$ cat src/rtl/ticket_entry.sv
// Ticket entry front-end: synchronizes and debounces the player controls and issues
// single-cycle strobes to the checker. Optional TICKET_LOG_EN adds a shift-register ticket log.
module ticket_entry #(
    parameter int unsigned NUM_DIGITS      = 5,
    parameter int unsigned DEBOUNCE_CYCLES = 4
) (
    input  logic       clk,
    input  logic       reset,
    input  logic [3:0] sw,
    input  logic       btn_ok,
    input  logic       btn_clear,
    output logic [3:0] num,
    output logic       insere,
    output logic       fim,
    output logic       fim_jogo,
    output logic       erro,
    output logic [2:0] digit_cnt,
    output logic       busy
`ifdef TICKET_LOG_EN
    ,
    output logic [4*NUM_DIGITS-1:0] ticket
`endif
);

    typedef enum logic [2:0] {StIdle, StIssue, StGap, StClose, StDone} state_e;

    // Index 0 is the ok button, index 1 the clear button.
    logic [1:0] btn_raw, btn_s1, btn_s2, deb_q, press_q;
    logic [7:0] db_cnt_q [2];
    logic [3:0] sw_s1, sw_s2;

    assign btn_raw = {btn_clear, btn_ok};

    always_ff @(posedge clk or posedge reset) begin
        if (reset) begin
            btn_s1      <= '0;
            btn_s2      <= '0;
            deb_q       <= '0;
            press_q     <= '0;
            db_cnt_q[0] <= '0;
            db_cnt_q[1] <= '0;
            sw_s1       <= '0;
            sw_s2       <= '0;
        end else begin
            btn_s1 <= btn_raw;
            btn_s2 <= btn_s1;
            sw_s1  <= sw;
            sw_s2  <= sw_s1;
            for (int i = 0; i < 2; i++) begin
                press_q[i] <= 1'b0;
                if (btn_s2[i] != deb_q[i]) begin
                    if (db_cnt_q[i] == 8'(DEBOUNCE_CYCLES - 1)) begin
                        deb_q[i]    <= btn_s2[i];
                        db_cnt_q[i] <= '0;
                        press_q[i]  <= btn_s2[i];
                    end else begin
                        db_cnt_q[i] <= db_cnt_q[i] + 8'd1;
                    end
                end else begin
                    db_cnt_q[i] <= '0;
                end
            end
        end
    end

    state_e     state_q, state_d;
    logic [3:0] num_q, num_d, sw_cap_q, sw_cap_d;
    logic [2:0] cnt_q, cnt_d;
    logic       insere_q, insere_d, fim_q, fim_d, fim_jogo_q, fim_jogo_d, erro_q, erro_d;
`ifdef TICKET_LOG_EN
    logic [4*NUM_DIGITS-1:0] ticket_q, ticket_d;
    logic [4*NUM_DIGITS+3:0] ticket_shift;
    assign ticket_shift = {ticket_q, sw_cap_q};
`endif

    always_comb begin
        state_d    = state_q;
        num_d      = num_q;
        sw_cap_d   = sw_cap_q;
        cnt_d      = cnt_q;
        insere_d   = 1'b0;
        fim_d      = 1'b0;
        fim_jogo_d = 1'b0;
        erro_d     = 1'b0;
`ifdef TICKET_LOG_EN
        ticket_d   = ticket_q;
`endif
        // Clear overrides everything, including a concurrent ok press or a pending close.
        if (press_q[1]) begin
            state_d    = StIdle;
            fim_jogo_d = 1'b1;
            cnt_d      = '0;
            num_d      = '0;
`ifdef TICKET_LOG_EN
            ticket_d   = '0;
`endif
        end else begin
            unique case (state_q)
                StIdle: begin
                    if (press_q[0]) begin
                        sw_cap_d = sw_s2;
                        state_d  = StIssue;
                    end
                end
                StIssue: begin
                    if (sw_cap_q <= 4'd9) begin
                        num_d    = sw_cap_q;
                        insere_d = 1'b1;
                        cnt_d    = cnt_q + 3'd1;
`ifdef TICKET_LOG_EN
                        ticket_d = ticket_shift[4*NUM_DIGITS-1:0];
`endif
                        state_d  = (cnt_d == 3'(NUM_DIGITS)) ? StGap : StIdle;
                    end else begin
                        erro_d  = 1'b1;
                        state_d = StIdle;
                    end
                end
                StGap:   state_d = StClose;
                StClose: begin
                    fim_d   = 1'b1;
                    state_d = StDone;
                end
                StDone:  state_d = StDone;
                default: state_d = StIdle;
            endcase
        end
    end

    always_ff @(posedge clk or posedge reset) begin
        if (reset) begin
            state_q    <= StIdle;
            num_q      <= '0;
            sw_cap_q   <= '0;
            cnt_q      <= '0;
            insere_q   <= 1'b0;
            fim_q      <= 1'b0;
            fim_jogo_q <= 1'b0;
            erro_q     <= 1'b0;
`ifdef TICKET_LOG_EN
            ticket_q   <= '0;
`endif
        end else begin
            state_q    <= state_d;
            num_q      <= num_d;
            sw_cap_q   <= sw_cap_d;
            cnt_q      <= cnt_d;
            insere_q   <= insere_d;
            fim_q      <= fim_d;
            fim_jogo_q <= fim_jogo_d;
            erro_q     <= erro_d;
`ifdef TICKET_LOG_EN
            ticket_q   <= ticket_d;
`endif
        end
    end

    assign num       = num_q;
    assign insere    = insere_q;
    assign fim       = fim_q;
    assign fim_jogo  = fim_jogo_q;
    assign erro      = erro_q;
    assign digit_cnt = cnt_q;
    assign busy      = (cnt_q != 3'd0) && (state_q != StDone);
`ifdef TICKET_LOG_EN
    assign ticket    = ticket_q;
`endif

endmodule
$ cat config.mk
export PLATFORM = sky130hd
export DESIGN_NAME = ticket_entry
export DESIGN_NICKNAME = d
export VERILOG_FILES = /design/src/rtl/ticket_entry.sv
export SDC_FILE = /design/constraint.sdc
export NUM_CORES = 1
export LEC_CHECK = 0
export CORE_UTILIZATION = 32
export CTS_CLUSTER_DIAMETER = 120
export DETAILED_ROUTE_END_ITERATION = 16
export PLACE_DENSITY = 0.6
export SKIP_LAST_GASP = 1
export SYNTH_ARGS = -nofsm -noshare
export SYNTH_HDL_FRONTEND = slang
export SYNTH_SLANG_ARGS = --single-unit
$ cat constraint.sdc
create_clock -name clk -period 3.4 [get_ports clk]
set_input_delay 0.68 -clock clk [delete_from_list [all_inputs] [get_ports clk]]
set_output_delay 0.68 -clock clk [all_outputs]
set_load 0.005 [all_outputs]
# Word-level counts from Yosys, hierarchy flattened
# Index checks and enable logic that the tools add are counted.
# Widths: inputs -> output; s select.
op_classes:
  eq_ne: 11
  add_sub_neg: 3
  order_cmp: 1
  n_reduce_logical: 10
  mux: 28
  n_bitwise: 1
ops:
  columns: ["cell", "count"]
  rows:
  - ["$mux 8", 4]
  - ["$add 8x1->8 const B", 2]
  - ["$eq 8x2->1 const B", 2]
  - ["$mux 3", 5]
  - ["$mux 1", 13]
  - ["$mux 4", 3]
  - ["$pmux 3 s4", 1]
  - ["$eq 3x2->1 const B", 2]
  - ["$eq 3x3->1 const B", 2]
  - ["$ne 3x3->1 const B", 2]
  - ["$reduce_and 2->1", 3]
  - ["$le 4x4->1 const B", 1]
  - ["$mux 2", 2]
  - ["$reduce_bool 2->1", 2]
  - ["$add 3x1->3 const B", 1]
  - ["$eq 3x1->1 const B", 1]
  - ["$logic_not 3->1", 1]
  - ["$reduce_and 3->1", 1]
  - ["$reduce_bool 3->1", 1]
  - ["$ne 1x1->1", 2]
  - ["$reduce_or 2->1", 1]
  - ["$logic_and 1x1->1", 1]
  - ["$not 1->1", 1]
word_totals:
  register_bits: 50
  input_bits: 8

# Longest topological paths before layout
# Gate-level depths: netlist of run 1.
logic_depth:
  ltp_word: 6
  ltp_mapped: 4

# Least setup slack after synthesis of run 1
# No wires, ideal clock.
synth_path:
  kind: "register -> output"
  start: "register cnt_q[0], in the netlist digit_cnt[0]"
  end: "output busy"
  stages_incl_launch_ff: 5
  t_arrival_ns: 0.897
  slack_ns: 1.823
  path_cell_list: "dfrtp_1 > inv_1 > ha_1 > nor2b_1 > a21oi_1"
synth_between:
  elab_chain_cells: 2
synth_rtl:
  columns: ["element", "line", "source"]
  rows:
  - ["start, declared", "68", "logic [2:0] cnt_q, cnt_d;"]
  - ["start signal, assigned", "147", "cnt_q <= cnt_d;"]
  - ["$reduce_bool 3->1", "164", "assign busy = (cnt_q != 3'd0) && (state_q != StDone);"]
  - ["$logic_and 1x1->1", "164", null]
  - ["end, declared", "18", "output logic busy"]
# Every way passes these cells.

# Worst setup path in the final report of run 1
# Ends and elaborated chain as after synthesis.

==> qor.txt, run 1 <==
Sink Count -> 50
Avg Inst Size Synth -> 12.07 um2
DRC viols -> 0
First-pass GRT wire length -> 5.733 mm
Area delta synth->final -> 18.26%
Worst min-delay path class -> reg2reg
PD cells -> 621.2 nW/um2
CTS Buffer Depth -> 2
Ant diodes -> 0
Number of synthesized flops with an enable pin -> 0
Routed vias -> 1,282
Hold buffer count at cts -> 0
Die extent in y -> 81.61 um
Internal power -> 1.052 mW
Post-Syn Area -> 2028 um2
Clock transition at path regs -> 0.08 ns
Pre-antenna DRT Iters -> 4
Number of synthesized register bits -> 50
Std cell rows -> 28
Leakage power -> 1.016 nW
Critical Path RT -> 2.72 ns
Worst VDD drop -> 0.0003633 V
Fin nets -> 204
Period utilisation layout -> 0.7118
Skew final -> 0.002581 ns
Net count after synthesis -> 180
Crit Path Category -> reg2out
Count of final setup violators -> 0
Setup Buffers After CTS -> 0
Die area -> 6660 um2
Worst-path maximum fanout -> 4
Via density -> 4.784
Switching share of power -> 0.2941
Worst-Skew Late Latency -> 0.29 ns
Htree depth -> 2
Unrepaired setup endpoints after global routing -> false
DR iter-0 viols -> 116
PnR worst setup slack -> 0.9798 ns
Element type at the critical path start -> flip-flop
Post-cts gate resize count -> 0
Synth cell types -> 34
Ys Warns -> 0
Seq/Total Area, Yosys -> 0.6169
Final setup TNS -> 0 ns
Vias in the first global route -> 1,253
Routability cong. -> 0.7465
Combinational power share -> 0.240
Worst EP arrival -> 1.74 ns
Total Power -> 1.490 mW
HPWL after DPL -> 2.211 mm
Share of synthesized registers carrying an async set or reset -> 1.000
Share of layout cells above drive strength 1 -> 0.1295
Max transition margin -> 0.3282
Reg power frac -> 0.527
Status -> completed
GRT overflow -> 0
Syn Inst Count -> 168
Pre-CTS setup slack -> 1.294 ns
Sw Pwr -> 0.4382 mW
Pins over their slew limit -> 0
Largest net degree at the start of global routing -> 51
Average wire per standard cell -> 12.13 um
Final core utilization -> 0.3980
Initial Util -> 0.3366
Worst-margin pin slew -> 1.006 ns
CP Capture Type -> primary output
Initial antenna violation count -> 0
Routed WL -> 3.251 mm
CTS Buf Count -> 5
Max-cap viol count -> 0
Ys flop type -> dfrtp_1
Root Driver -> clkbuf_8
Buffers added on ports -> 19
Clock power share -> 0.233
Final Hold Fails -> 0
Die X -> 81.61 um
All-Layer GR Usage -> 0.1162
Fill count -> 595
Final worst path period need -> 2.420 ns
Hold Slack -> 0.3527 ns
Achievable frequency -> 413.2 MHz
Core box area -> 6026 um2
CTS tree -> built
Post-route ant nets -> 0
# IOs -> 20
## kinds of logic (layout without fill, tap and decap cells)
logic type | Yosys count | count (layout) | synth area share
xor+xnor | 9 | 9 | 0.03887
flops | 50 | 50 | 0.6169
simple gates | 60 | 60 | 0.1690
buf+inv | 6 | 31 | 0.01171
fa+ha+maj | 4 | 4 | 0.02468
compound gates | 32 | 32 | 0.09995
mux | 7 | 7 | 0.03887
## placed cells by master (no fill, tap or decap), types with 4 or more instances in the layout
cell,synthesis,layout
a21oi_1,12,12
clkbuf_8,0,6
clkdlybuf4s50_1,0,19
dfrtp_1,50,50
ha_1,4,4
mux2_2,7,7
nand2_1,7,7
nand3_1,14,14
nor2_1,12,12
o21ai_0,12,12
or3_1,5,5
xor2_1,6,6
## layout make-up
class / instances / area, um2 / share of cell area
clock buffers: 6 / 82.58 / 0.03443
clock inverters: 2 / 12.51 / 0.005216
inverters: 4 / 15.01 / 0.006260
multi-input cells: 112 / 753.2 / 0.3140
flip-flops and latches: 50 / 1251 / 0.5216
well taps: 75 / 93.84 / 0.03912
repair buffers: 19 / 190.2 / 0.07929
## worst max-delay path, cell delays in order, from the launching register on
cell and delay [ns]:
dfrtp_1 0.40, inv_1 0.08, ha_1 0.22, nor2b_1 0.13
a21oi_1 0.11, clkdlybuf4s50_1 0.51
## per-layer routing
layer  part of all wire  vias to the layer above  GRT usage
met5                  0                        -          0
met4              0.025                        0    0.05789
met3              0.033                        7    0.02667
met2               0.43                       23     0.1750
met1               0.51                      610     0.1566
li1                   -                      642          -
## Yosys cell counts (2+ instances only)
master    n  area, um2
nand4_1   2      12.51
ha_1      4      50.05
o21ai_0  12      60.06
and2_1    3      18.77
a21oi_1  12      60.06
xor2_1    6      52.55
nor2_1   12      45.04
nor3b_1   2      15.01
a21bo_2   2      20.02
nor3_1    3      15.01
nand2_1   7      26.28
dfrtp_1  50       1251
xnor2_1   3      26.28
nand3_1  14      70.07
mux2_2    7      78.83
nor4b_1   2      17.52
inv_1     4      15.01
or3_1     5      31.28
nor2b_1   3      18.77
## sequential cells by signal, indices dropped and copies added (netlist names)
name       flops
insere         1
btn_s2         2
erro           1
sw_s2          4
deb_q          2
num            4
sw_s1          4
btn_s1         2
press_q        2
fim            1
db_cnt_q      16
state_q        3
sw_cap_q       4
digit_cnt      3
fim_jogo       1
## path summary, 6_finish.rpt
| check | from | end | slack (ns) | depth (start not counted) |
|---|---|---|---|---|
| setup / recovery | digit_cnt[0] | busy | 0.98 | 5 |
| hold / removal | btn_s1[1] | btn_s2[1] | 0.35 | 0 |
| setup reg to reg | db_cnt_q[0] | deb_q[1] | 1.85 | 4 |
| hold reg to reg | btn_s1[1] | btn_s2[1] | 0.35 | 0 |
| max in group asynchronous | reset | digit_cnt[1] | 1.85 | 2 |
| min in group asynchronous | reset | sw_s1[0] | 0.94 | 2 |
## through the flow
step,cell area (um2),instances
finish,2399,268
CTS,2399,268
global placement,2303,260
floorplan,2028,168
detailed placement,2303,260
global route,2399,268
## power by group through the flow
| stage | Clock (mW) | Sequential (mW) | Combinational [mW] |
|---|---|---|---|
| finish | 0.347 | 0.785 | 0.357 |
| global route | 0.386 | 0.806 | 0.413 |
| CTS | 0.368 | 0.787 | 0.364 |
| detailed placement | 0 | 0.799 | 0.362 |
| global placement | 0 | 0.796 | 0.363 |
| floorplan | 0 | 0.779 | 0.232 |
(Power assumes the default switching activity.)
==> run 2, diff against run 1 <==
clock period = 2.48 ns   (was 3.4 ns; I/O delays follow)
==> run 2 against run 1 <==
Net effect:
- final cell count increased by 0.37%
- non-clock buffer count increased by 1
- sequential cell count unchanged
==> qor.txt, run 2 (synthesized netlist as in run 1, its figures left out) <==
Status -> completed
Htree depth -> 2
Routed WL -> 3.206 mm
Buffers added on ports -> 19
CTS Buf Count -> 5
Commonest cells after routing, fill and taps aside -> dfrtp_1 (50), clkdlybuf4s50_1 (19), nand3_1 (14)
Unrepaired setup endpoints after global routing -> false
Die extent in y -> 81.61 um
Pins over their slew limit -> 0
Worst EP arrival -> 1.73 ns
Setup Buffers After CTS -> 0
HPWL after DPL -> 2.179 mm
Skew final -> 0.006288 ns
Largest net degree at the start of global routing -> 51
Die X -> 81.61 um
Die area -> 6660 um2
Worst-margin pin slew -> 0.4216 ns
Clock transition at path regs -> 0.09 ns
CP Capture Type -> primary output
Most flop-heavy register -> db_cnt_q
Max transition margin -> 0.7150
First-pass GRT wire length -> 5.664 mm
Root Driver -> clkbuf_8
Std cell rows -> 28
Max incr delay on CP -> 0.50 ns
PD cells -> 844.4 nW/um2
Sink Count -> 50
Count of final setup violators -> 0
Fin nets -> 205
Final core utilization -> 0.4005
Achievable frequency -> 449.8 MHz
Average wire per standard cell -> 11.92 um
DR iter-0 viols -> 65
Vias in the first global route -> 1,254
Worst-Skew Late Latency -> 0.30 ns
Routed vias -> 1,270
Worst min-delay path class -> reg2reg
Post-cts gate resize count -> 0
Max-cap viol count -> 0
Routability cong. -> 0.7647
Hold buffer count at cts -> 0
CTS tree -> built
Ant diodes -> 0
Post-route ant nets -> 0
Element type at the critical path start -> flip-flop
Final worst path period need -> 2.223 ns
All-Layer GR Usage -> 0.1133
Hold Slack -> 0.3525 ns
Commonest non-fill, non-tap cell in the layout -> dfrtp_1
DRC viols -> 0
GRT overflow -> 0
Worst-path maximum fanout -> 4
Final Hold Fails -> 0
Initial antenna violation count -> 0
Leakage power -> 1.022 nW
Share of layout cells above drive strength 1 -> 0.1340
Period utilisation layout -> 0.8965
CTS Buffer Depth -> 2
Worst VDD drop -> 0.0003446 V
Initial Util -> 0.3366
Max FFs per register -> 16
CP max-delay cell -> clkdlybuf4s50_1
Core box area -> 6026 um2
Crit Path Category -> reg2out
CP cell instances -> inv_1 -> ha_1 -> nor2b_1 -> a21oi_1 -> clkdlybuf4s50_1
Final setup TNS -> 0 ns
# IOs -> 20
Via density -> 4.721
Critical Path RT -> 1.98 ns
Area delta synth->final -> 19.00%
Pre-antenna DRT Iters -> 4
run 2: changes by cell type in the layout (fill, tap and decap cells not counted), sizes merged:
cell	change
clkbuf	-1
buf	+1
clkinv	+1
run 2: layer usage:
layer,wire length (um),global-route usage
met5,0,0
met3,85,0.03000
met4,19,0.04737
met1,1677,0.1560
met2,1424,0.1683
run 2: cell type report:
class	count	area (um2)
Clock inverter	3	21.27
Sequential cell	50	1251
Multi-Input combinational cell	112	753.2
Fill cell	592	3612
Inverter	4	15.01
Timing Repair Buffer	20	210.2
Clock buffer	5	68.82
Tap cell	75	93.84
run 2: where the power goes:
group	switching (mW)	internal, mW	total [mW]
Sequential	0.124	0.953	1.08
Combinational	0.223	0.267	0.491
Clock	0.272	0.198	0.470
Total	0.619	1.42	2.04
run 2: stage by stage:
step / power (mW) / area (um2) / worst slack, ns / std cells
after floorplan: 1.386 / 2028 / 0.7828 / 168
after global placement: 1.590 / 2323 / 0.6161 / 261
after global routing: 2.182 / 2414 / 0.1357 / 269
after CTS: 2.073 / 2414 / 0.2364 / 269
final: 2.038 / 2414 / 0.2567 / 269
after detailed placement: 1.594 / 2323 / 0.5844 / 261
run 2: worst paths after layout:
| kind | startpoint | endpoint | slack [ns] | depth (start not counted) |
|---|---|---|---|---|
| max reg2reg | db_cnt_q[0] | deb_q[1] | 0.90 | 4 |
| min | btn_s1[1] | btn_s2[1] | 0.35 | 0 |
| min reg2reg | btn_s1[1] | btn_s2[1] | 0.35 | 0 |
| max in group asynchronous | reset | state_q[1] | 1.72 | 3 |
| max | digit_cnt[0] | busy | 0.26 | 5 |
| min in group asynchronous | reset | sw_s1[1] | 0.53 | 3 |
run 2: critical path: cells and delay by family, from the launching register on:
kind	cells	cell delay, ns
adder cells (fa/ha/maj)	1	0.21
buffers and inverters	2	0.57
flip-flops	1	0.40
AND/OR/NAND/NOR	1	0.13
AO/OA/AOI/OAI	1	0.11
==> RTL edit 1: new RTL, flow settings as in run 2 <==
Register the output `num` once more, with the module's reset; this adds one clock of latency there. The other outputs are not delayed to match.
--- a/src/rtl/ticket_entry.sv
+++ b/src/rtl/ticket_entry.sv
@@ -155,7 +155,13 @@
         end
     end
 
-    assign num       = num_q;
+    always_ff @(posedge clk or posedge reset) begin
+        if (reset) begin
+            num <= '0;
+        end else begin
+            num <= num_q;
+        end
+    end
     assign insere    = insere_q;
     assign fim       = fim_q;
     assign fim_jogo  = fim_jogo_q;
Function: changed (Yosys sat finds a counterexample within 10 cycles, from zero or initial values and one cycle with reset high).
==> RTL edit 1 against run 2 <==
Design area is 3.7% higher; power increased by 4.6%; worst setup slack improved by 4.4 ps; area after synthesis rose by 4.4%; routed wire length up 3.6%; highest routed layer unchanged; sequential cell count grew 4; largest cell class unchanged; clock skew fell by 1.4 ps; count of clock-buffer cells in the layout is 2 higher.
==> RTL edit 1: results (changes against run 2) <==
\begin{tabular}{lr}
\hline
Metric & Value \\
\hline
\multicolumn{2}{l}{\textbf{Worst setup path}} \\
\quad Reg-to-reg setup timing slack & 940 ps (+40 ps) \\
\quad Worst R2R Start & state\_q[2] \\
\multicolumn{2}{l}{\textbf{Pwr}} \\
\quad Leakage & 1.07 nW (+4.9\%) \\
\quad Max VDD drop & 0.472 mV (+37\%) \\
\multicolumn{2}{l}{\textbf{Global routing}} \\
\quad Grt met3 use & 3.38\% (+0.38 points) \\
\quad Met1 track demand over resource in global routing & 13.4\% (-2.2 points) \\
\quad First-pass GRT wire length & 6030 um (+6.5\%) \\
\quad Grt met2 use & 17.4\% (+0.60 points) \\
\quad Largest net degree at the start of global routing & 25 (-51\%) \\
\quad Overall Global Routing Usage & 10.9\% (-0.45 points) \\
\multicolumn{2}{l}{\textbf{Logic synthesis}} \\
\quad Area contributors post-synth & sky130\_fd\_sc\_hd\_\_dfrtp\_1 (64\%), sky130\_fd\_sc\_hd\_\_mux2\_2 (3.7\%), sky130\_fd\_sc\_hd\_\_a21oi\_1 (3.1\%) \\
\quad Mapped Avg Cell Area & 12.4 um\^{}2 (+2.6\%) \\
\quad Synthesized netlist net count & 183 (+1.7\%) \\
\quad Count of different cell masters after synthesis & 32 (-5.9\%) \\
\quad Most frequent cells after synthesis & sky130\_fd\_sc\_hd\_\_dfrtp\_1 (54), sky130\_fd\_sc\_hd\_\_a21oi\_1 (13), sky130\_fd\_sc\_hd\_\_nand3\_1 (13), sky130\_fd\_sc\_hd\_\_o21ai\_0 (13), sky130\_fd\_sc\_hd\_\_nor2\_1 (12) \\
\multicolumn{2}{l}{\textbf{Timing}} \\
\quad Worst Skew & 4.84 ps (-1.45 ps) \\
\quad Worst hold margin & 353 ps (+0.430 ps) \\
\quad Transition time at the pin with the least slew margin & 475 ps (+52.9 ps) \\
\multicolumn{2}{l}{\textbf{Placement}} \\
\quad Post-detail-place hpwl & 2310 um (+5.9\%) \\
\quad Number of placed cells counting well taps & 267 (+2.3\%) \\
\quad Weighted congestion reported at the end of routability-driven placement & 0.765 (about the same) \\
\quad Total cell area at the placement stage & 2410 um\^{}2 (+3.8\%) \\
\multicolumn{2}{l}{\textbf{Final layout}} \\
\quad Share of layout cells above drive strength 1 & 13.1\% (-0.27 points) \\
\quad Number of cells in the finished layout apart from fillers & 275 (+2.2\%) \\
\quad Number of fill cells in the layout & 623 (+5.2\%) \\
\multicolumn{2}{l}{\textbf{Detailed routing}} \\
\quad Initial DRC Count & 57 (-12\%) \\
\quad Final wirelength & 3320 um (+3.6\%) \\
\quad Via count & 1333 (+5.0\%) \\
\multicolumn{2}{l}{\textbf{Status}} \\
\quad Outcome & finished clean \\
\hline
\end{tabular}
-- RTL edit 1: kinds of logic after synthesis --
logic type	after synthesis	synth area share [%]
AND/OR/NAND/NOR	59	15.8
flip-flops	54	63.8
AO/OA/AOI/OAI	33	9.69
XOR/XNOR	9	3.72
multiplexers	7	3.72
buffers and inverters	5	0.945
adder cells (fa/ha/maj)	4	2.36
-- RTL edit 1: report_power, final --
group / switching (mW) / internal (mW)
Clock: 0.264 / 0.226
Combinational: 0.223 / 0.262
Sequential: 0.117 / 1.04
-- RTL edit 1: through the flow --
step	utilization (%)	power [mW]	setup slack [ps]
2_1_floorplan	-	1.47	669
3_3_place_gp	37.8	1.66	607
3_5_place_dp	37.8	1.67	583
4_1_cts	39.2	2.17	238
5_1_grt	39.2	2.28	135
6_report	39.2	2.13	261
-- RTL edit 1: layer usage --
layer / wire length, um / part of all wire (%)
met5: 0 / 0
met4: 65 / 2.0
met3: 105 / 3.2
met2: 1510 / 46
met1: 1640 / 49
-- RTL edit 1: area by class of cell --
type | instances | area (um^2) | share of cell area, %
Sequential cell | 54 | 1350 | 54.0
Multi-Input combinational cell | 112 | 747 | 29.8
Timing Repair Buffer | 21 | 205 | 8.20
Tap cell | 77 | 96.3 | 3.85
Clock buffer | 7 | 86.3 | 3.45
Inverter | 3 | 11.3 | 0.450
Clock inverter | 1 | 5.00 | 0.200
-- RTL edit 1: worst max-delay path by stage --
stage                             from        end  slack [ps]  depth (start not counted)
after floorplan                  reset  btn_s1[0]         670                          1
after global placement    digit_cnt[0]       busy         610                          5
after detailed placement  digit_cnt[0]       busy         580                          5
after CTS                 digit_cnt[0]       busy         240                          5
after global routing      digit_cnt[0]       busy         130                          5
final                     digit_cnt[0]       busy         260                          5
==> RTL edit 2: new RTL, config.mk and constraints of run 2 <==
Made on the original files. Re-encode `state_e` (5 states) as Gray code, 3 bits wide.
--- a/src/rtl/ticket_entry.sv
+++ b/src/rtl/ticket_entry.sv
@@ -22,7 +22,7 @@
 `endif
 );
 
-    typedef enum logic [2:0] {StIdle, StIssue, StGap, StClose, StDone} state_e;
+    typedef enum logic [2:0] {StIdle = 3'b000, StIssue = 3'b001, StGap = 3'b011, StClose = 3'b010, StDone = 3'b110} state_e;
 
     // Index 0 is the ok button, index 1 the clear button.
     logic [1:0] btn_raw, btn_s1, btn_s2, deb_q, press_q;
Behaviour: same outputs for any inputs over 10 cycles, from zero or initial values and one cycle with reset high; not proved beyond that.
==> RTL edit 2 against run 2 <==
Synthesized cell count fell by 2.4%; core utilization hardly changed; design area fell by 0.67%; sequential cell count unchanged; fmax up 3.3%; via count is 1.7% higher; routed wire length up 0.97%; final cell count is 1.1% lower; sequential share of layout area up 0.35 points; worst setup slack gained 70 ps; area after synthesis down 0.68%; power grew 5.8%; largest cell class unchanged; largest power group unchanged.
==> RTL edit 2: results (changes against run 2) <==
\begin{tabular}{lr}
\hline
Metric & Value \\
\hline
\multicolumn{2}{l}{\textbf{Status}} \\
\quad Outcome & finished clean \\
\multicolumn{2}{l}{\textbf{Final layout}} \\
\quad Area share of buffers outside the clock network & 8.25\% (-0.46 points) \\
\quad Non-clk invs & 6 (+2) \\
\quad Clock buffer and inverter area fraction after layout & 3.97\% (+0.23 points) \\
\quad Number of fill cells in the layout & 570 (-3.7\%) \\
\quad Number of clock buffer instances in the layout & 6 (+1) \\
\quad Sequential cell count & 50 (unchanged) \\
\quad Area occupied by multi-input gates & 737 um\^{}2 (-2.2\%) \\
\quad \# nets final & 202 (-1.5\%) \\
\quad Comb\_multi\_in & 107 (-4.5\%) \\
\quad Share of layout cells above drive strength 1 & 14.1\% (+0.73 points) \\
\multicolumn{2}{l}{\textbf{Global routing}} \\
\quad First-pass GRT wire length & 5750 um (+1.6\%) \\
\quad Grt met3 use & 3.03\% (+0.034 points) \\
\quad Grt met2 use & 18.4\% (+1.6 points) \\
\multicolumn{2}{l}{\textbf{Min path}} \\
\quad Endpoint of the worst hold-timing path & btn\_s2[0] \\
\quad Worst Min Path Start & btn\_s1[0] \\
\multicolumn{2}{l}{\textbf{Logic synthesis}} \\
\quad Area fraction in compound gates after synthesis & 10.1\% (+0.13 points) \\
\quad Syn Inst Count & 164 (-2.4\%) \\
\quad Area contributors post-synth & sky130\_fd\_sc\_hd\_\_dfrtp\_1 (62\%), sky130\_fd\_sc\_hd\_\_a21oi\_1 (3.5\%), sky130\_fd\_sc\_hd\_\_o21ai\_0 (3.0\%) \\
\quad Parity-gate share of the synthesized area counting xor and xnor cells & 3.91\% (+0.027 points) \\
\quad Count of different cell masters after synthesis & 36 (+5.9\%) \\
\quad Most frequent cells after synthesis & sky130\_fd\_sc\_hd\_\_dfrtp\_1 (50), sky130\_fd\_sc\_hd\_\_a21oi\_1 (14), sky130\_fd\_sc\_hd\_\_o21ai\_0 (12) \\
\quad Fraction of synthesized area in multiplexers & 3.73\% (-0.16 points) \\
\quad Adder and majority gate portion of the synthesized area & 2.48\% (+0.017 points) \\
\multicolumn{2}{l}{\textbf{Placement}} \\
\quad Post-detail-place hpwl & 2150 um (-1.2\%) \\
\quad Weighted congestion reported at the end of routability-driven placement & 0.758 (-0.89\%) \\
\multicolumn{2}{l}{\textbf{Worst setup path}} \\
\quad Slowest cell delay on critical path & 520 ps (+20 ps) \\
\quad Worst R2R End & num[3] \\
\quad R2R depth & 3 (-1) \\
\multicolumn{2}{l}{\textbf{Pwr}} \\
\quad Leakage & 1.02 nW (+0.16\%) \\
\quad Max VDD drop & 0.441 mV (+28\%) \\
\multicolumn{2}{l}{\textbf{Timing}} \\
\quad Worst Skew & 8.39 ps (+2.10 ps) \\
\multicolumn{2}{l}{\textbf{Detailed routing}} \\
\quad Via count & 1292 (+1.7\%) \\
\quad Final wirelength & 3240 um (+0.97\%) \\
\hline
\end{tabular}
## RTL edit 2: worst max path at each step
stage,startpoint,endpoint,slack [ps],depth (start not counted)
2_1_floorplan,reset,btn_s1[0],780,1
5_1_grt,digit_cnt[0],busy,190,4
6_report,digit_cnt[0],busy,330,4
3_5_place_dp,digit_cnt[0],busy,640,4
3_3_place_gp,digit_cnt[0],busy,660,4
4_1_cts,digit_cnt[0],busy,300,4
## RTL edit 2: layer usage
metal,routed length [um],vias up
met4,50,0
met2,1470,23
met5,0,-
met3,129,7
met1,1590,632
li1,-,630
## RTL edit 2: metrics by stage
stage               utilization [%]  cell area (um^2)  hold slack [ps]  worst slack [ps]
detailed placement             38.4              2300              335               640
global placement               38.4              2300              332               662
global route                   40.0              2400              354               185
floorplan                         -              2010              331               783
CTS                            40.0              2400              353               300
finish                         40.0              2400              349               327
## RTL edit 2: where the power goes
group	internal [mW]	switching [mW]	leakage, nW
registers	0.964	0.129	0.650
clock network	0.225	0.264	0.0472
logic	0.321	0.255	0.327
